==> src/rtl/vedic_mult_serial.sv <==
// Serial Urdhva-Tiryagbhyam (vertical-and-crosswise) unsigned multiplier.
// Operands are captured on a valid/ready handshake. One product column is
// resolved per clock: the column parity becomes the product bit, and the
// remainder of the column sum carries into the next column. The finished
// product is held under a valid/ready handshake until the consumer takes it.
module vedic_mult_serial #(
    parameter int N  = 4,
    parameter int CW = $clog2(N) + 1
) (
    input  logic           clk,
    input  logic           rst_n,
    input  logic           in_valid,
    output logic           in_ready,
    input  logic [N-1:0]   a,
    input  logic [N-1:0]   b,
    output logic           out_valid,
    input  logic           out_ready,
    output logic [2*N-1:0] product,
    output logic           busy
);

    localparam int COLW = $clog2(2*N-1);
    localparam int IW   = (N > 1) ? $clog2(N) : 1;
    localparam logic [COLW-1:0] LAST_COL = COLW'(2*N-2);

    typedef enum logic [1:0] {IDLE, COMPUTE, DONE} state_t;

    state_t           state_q, state_d;
    logic [N-1:0]     a_r, b_r;
    logic [CW-1:0]    carry_q;
    logic [CW-1:0]    col_sum;
    logic [COLW-1:0]  col_q;
    logic [2*N-1:0]   product_q;
    logic [IW-1:0]    jdx;
    logic             accept;

    assign accept  = in_valid && in_ready;
    assign product = product_q;

    // Column sum: incoming carry plus every crosswise a[i]&b[j] with i+j == col.
    always_comb begin
        col_sum = carry_q;
        jdx     = '0;
        for (int i = 0; i < N; i++) begin
            if (int'(col_q) >= i && int'(col_q) - i < N) begin
                jdx     = IW'(int'(col_q) - i);
                col_sum = col_sum + CW'(a_r[i] & b_r[jdx]);
            end
        end
    end

    // State register.
    always_ff @(posedge clk or negedge rst_n) begin
        if (!rst_n) state_q <= IDLE;
        else        state_q <= state_d;
    end

    // Next-state logic and handshake outputs decoded from the current state.
    always_comb begin
        state_d   = state_q;
        in_ready  = 1'b0;
        out_valid = 1'b0;
        busy      = 1'b0;
        case (state_q)
            IDLE: begin
                in_ready = 1'b1;
                if (in_valid) state_d = COMPUTE;
            end
            COMPUTE: begin
                busy = 1'b1;
                if (col_q == LAST_COL) state_d = DONE;
            end
            DONE: begin
                out_valid = 1'b1;
                if (out_ready) state_d = IDLE;
            end
            default: state_d = IDLE;
        endcase
    end

    // Datapath: capture operands on accept, then fill in one product bit per cycle.
    always_ff @(posedge clk or negedge rst_n) begin
        if (!rst_n) begin
            a_r       <= '0;
            b_r       <= '0;
            carry_q   <= '0;
            col_q     <= '0;
            product_q <= '0;
        end else begin
            case (state_q)
                IDLE: begin
                    if (accept) begin
                        a_r       <= a;
                        b_r       <= b;
                        carry_q   <= '0;
                        col_q     <= '0;
                        product_q <= '0;
                    end
                end
                COMPUTE: begin
                    product_q[col_q] <= col_sum[0];
                    carry_q          <= col_sum >> 1;
                    col_q            <= col_q + 1'b1;
                    // The last column's carry is at most 1 and becomes the MSB.
                    if (col_q == LAST_COL) product_q[2*N-1] <= col_sum[1];
                end
                default: ;
            endcase
        end
    end

endmodule

==> config.mk <==
export PLATFORM = sky130hd
export DESIGN_NAME = vedic_mult_serial
export DESIGN_NICKNAME = d
export VERILOG_FILES = /design/src/rtl/vedic_mult_serial.sv
export SDC_FILE = /design/constraint.sdc
export NUM_CORES = 1
export LEC_CHECK = 0
export BUFFER_PORTS_ARGS = -buffer_cell sky130_fd_sc_hd__buf_2
export CAP_MARGIN = 20
export CORE_MARGIN = 4
export CORE_UTILIZATION = 30
export DETAILED_ROUTE_END_ITERATION = 10
export GPL_TIMING_DRIVEN = 0
export PLACE_DENSITY = 0.53
export SYNTH_ARGS = -nofsm -noshare
export SYNTH_HDL_FRONTEND = slang
export SYNTH_SLANG_ARGS = --single-unit
==> constraint.sdc <==
create_clock -name clk -period 10.75 [get_ports clk]
set_input_delay 1.075 -clock clk [delete_from_list [all_inputs] [get_ports clk]]
set_output_delay 1.075 -clock clk [all_outputs]
set_load 0.02 [all_outputs]
==> flow_metrics.tcl <==
set metrics [dict create \
    status "finished, final reports clean" \
    synthesis.nets 194 \
    numClockSinks 23 \
    critical_path_required_ns 10.93 \
    synth.distinct_cells 41 \
    antenna_found_initial 0 \
    slew_headroom 0.622 \
    synth.largest_area_cell "dfrtp_1" \
    cts_made_buffers 3 \
    stdcell_area_sq_um 1890 \
    yosysWarnings 0 \
    dr.pass1.iters 4 \
    hpwl_microns 2990 \
    yosysSeqAreaShare 0.349 \
    netlist_instances 169 \
    fillers 556 \
    r2r_cells 16 \
    grt_pass1_vias 1407 \
    grt_overflow 0 \
    die_w_microns 82.2 \
    synth_area_sq_um 1650 \
    antenna_left 0 \
    yosysMostFrequentCell "dfrtp_1" \
    root_buffer "clkbuf_8" \
    port_buffers 22 \
    initialDrtViolationCount 61 \
    min_period_ns 4.96 \
    setup_viol 0 \
    clk_latency_ns 0.27 \
    cts_max_level 1 \
    grt_usage 0.131 \
    period_share 0.462 \
    drc_errors 0 \
    avgSynthCellArea_sq_um 9.77 \
    synth_top_area_frac 0.349 \
    hold_viol_final 0 \
    synth_commonest_cells "23 x dfrtp_1, 15 x nand2_1, 13 x ha_1, 13 x nand3_1, 12 x o21ai_0" \
    critPathKind "reg -> reg" \
    grt_max_degree 24 \
    worst_pin_slew_ns 0.567 \
    synth_ff_type "dfrtp_1" \
    place_area_sq_um 1850 \
    multi_input_area_sq_um 1000 \
    nets 221 \
    drive_gt1_frac 0.241 \
    hold_class "reg -> reg" \
    vias 1373 \
    clk_path_buf_depth 2 \
    start_kind "flip-flop" \
    ys_ff_latch 23 \
    fin_worst_skew_ns 0.00592 \
    drt-total-wl_microns 3920 \
    cts_hold_buffers 0 \
    cp_max_fo 10 \
    gp_congestion 0.852 \
    synthTopCellsByArea "dfrtp_1 35%, ha_1 9.9%, mux2_2 6.8%" \
    arrival_ns 5.14 \
    final.setup.tns_ns 0 \
    start_util 0.317 \
    area_delta_synth_final_pct 14.7 \
    max-cap-violations 0 \
    drv_slew 0 \
    row_count 26 \
    fin_util 0.364 \
    synth-edff-count 0 \
    async_reset_ff_frac 1.00 \
    drt-vias-per-instance 5.18 \
    n_antenna_cell 0 \
    path_clk_slew_ns 0.09 \
    grt_setup_unrepaired "no" \
    cts_resized 0 \
    hold_depth 2 \
    postCtsSetupBuffers 0 \
    core_sq_um 5200 \
    die-area_sq_um 6750 \
    tritoncts "yes" \
    grt_pass1_wl_microns 6690 \
    max_freq_mhz 201 \
    regArea_sq_um 576 \
    end_kind "flip-flop" \
    wire_per_inst_microns 14.8 \
    die_height_microns 82.2 \
    io-pin-count 23 \
]
[per-layer routing]
layer / share of wire / global-route usage / up-vias
met3: 0.033 / 0.0141 / 5
met2: 0.48 / 0.218 / 28
met5: 0 / 0 / -
li1: - / - / 680
met1: 0.47 / 0.175 / 660
met4: 0.014 / 0.0498 / 0
[final cells by class]
type / instances / share of cell area
inverters: 10 / 0.0198
clock buffers: 4 / 0.0238
flip-flops and latches: 23 / 0.304
well taps: 70 / 0.0463
plain buffers: 9 / 0.0198
repair buffers: 22 / 0.0582
multi-input cells: 127 / 0.528
[stage by stage]
step	setup WS (ns)	hold WS, ns	std cells
final	5.79	0.501	265
after global routing	5.54	0.530	265
after CTS	5.79	0.507	265
after detailed placement	5.80	0.487	261
after floorplan	6.23	0.470	169
after global placement	5.82	0.484	261
[flip-flops by register name (all words and copies together) (netlist names)]
| signal | count |
|---|---|
| product | 8 |
| a_r | 4 |
| state_q | 2 |
| col_q | 3 |
| b_r | 4 |
| carry_q | 2 |
[path summary, 6_finish.rpt]
path,startpoint,end,slack [ns]
setup / recovery,col_q[0]$_DFFE_PN0P_,carry_q[1]$_DFFE_PN0P_,5.79
hold / removal,product[2]$_DFFE_PN0P_,product[2]$_DFFE_PN0P_,0.50
setup reg to reg,col_q[0]$_DFFE_PN0P_,carry_q[1]$_DFFE_PN0P_,5.79
hold reg to reg,product[2]$_DFFE_PN0P_,product[2]$_DFFE_PN0P_,0.50
max in group asynchronous,rst_n,state_q[1]$_DFFE_PN0P_,9.61
min in group asynchronous,rst_n,product[1]$_DFFE_PN0P_,0.78
[cell families (layout without fill, tap and decap cells)]
kind of cell | count (synthesis) | count (layout) | share of synthesized area
simple gates | 48 | 48 | 0.145
compound gates | 45 | 45 | 0.197
flops | 23 | 23 | 0.349
buf+inv | 19 | 45 | 0.0455
mux | 17 | 17 | 0.144
fa+ha+maj | 13 | 13 | 0.0986
xor+xnor | 4 | 4 | 0.0212
[worst max-delay path, cell delays in order (launching register included)]
cell     delay, ns
dfrtp_1       0.48
buf_1         0.47
mux4_2        0.56
and2_1        0.19
ha_1          0.28
mux2_2        0.28
ha_1          0.27
mux2_4        0.30
ha_1          0.32
mux2_2        0.28
ha_1          0.19
ha_1          0.24
nand3_1       0.10
o21ai_0       0.08
a32o_1        0.28
o311a_1       0.33
o31ai_1       0.22
[cell usage in the layout (no fill, tap or decap), drive strengths merged]
master / netlist / layout
and2: 4 / 4
o221ai: 1 / 1
o21ai: 12 / 12
o31ai: 1 / 1
a211oi: 4 / 4
a32o: 1 / 1
clkinv: 1 / 1
o41ai: 2 / 2
a21o: 1 / 1
ha: 13 / 13
a41oi: 1 / 1
nor2b: 1 / 1
o311ai: 4 / 4
nand2b: 5 / 5
a21oi: 6 / 6
xor2: 2 / 2
mux2i: 2 / 2
clkbuf: 4 / 8
mux4: 4 / 4
a2111oi: 1 / 1
o21bai: 1 / 1
xnor2: 2 / 2
a22o: 3 / 3
buf: 5 / 27
mux2: 11 / 11
or3: 3 / 3
dfrtp: 23 / 23
a21boi: 2 / 2
a31oi: 1 / 1
nand2: 15 / 15
a221oi: 2 / 2
inv: 9 / 9
o311a: 1 / 1
nor2: 6 / 6
nand3: 13 / 13
a22oi: 1 / 1
or3b: 1 / 1
Power is not shown: default switching activity piles up to over one toggle a cycle in this logic, so the estimate is an artifact.
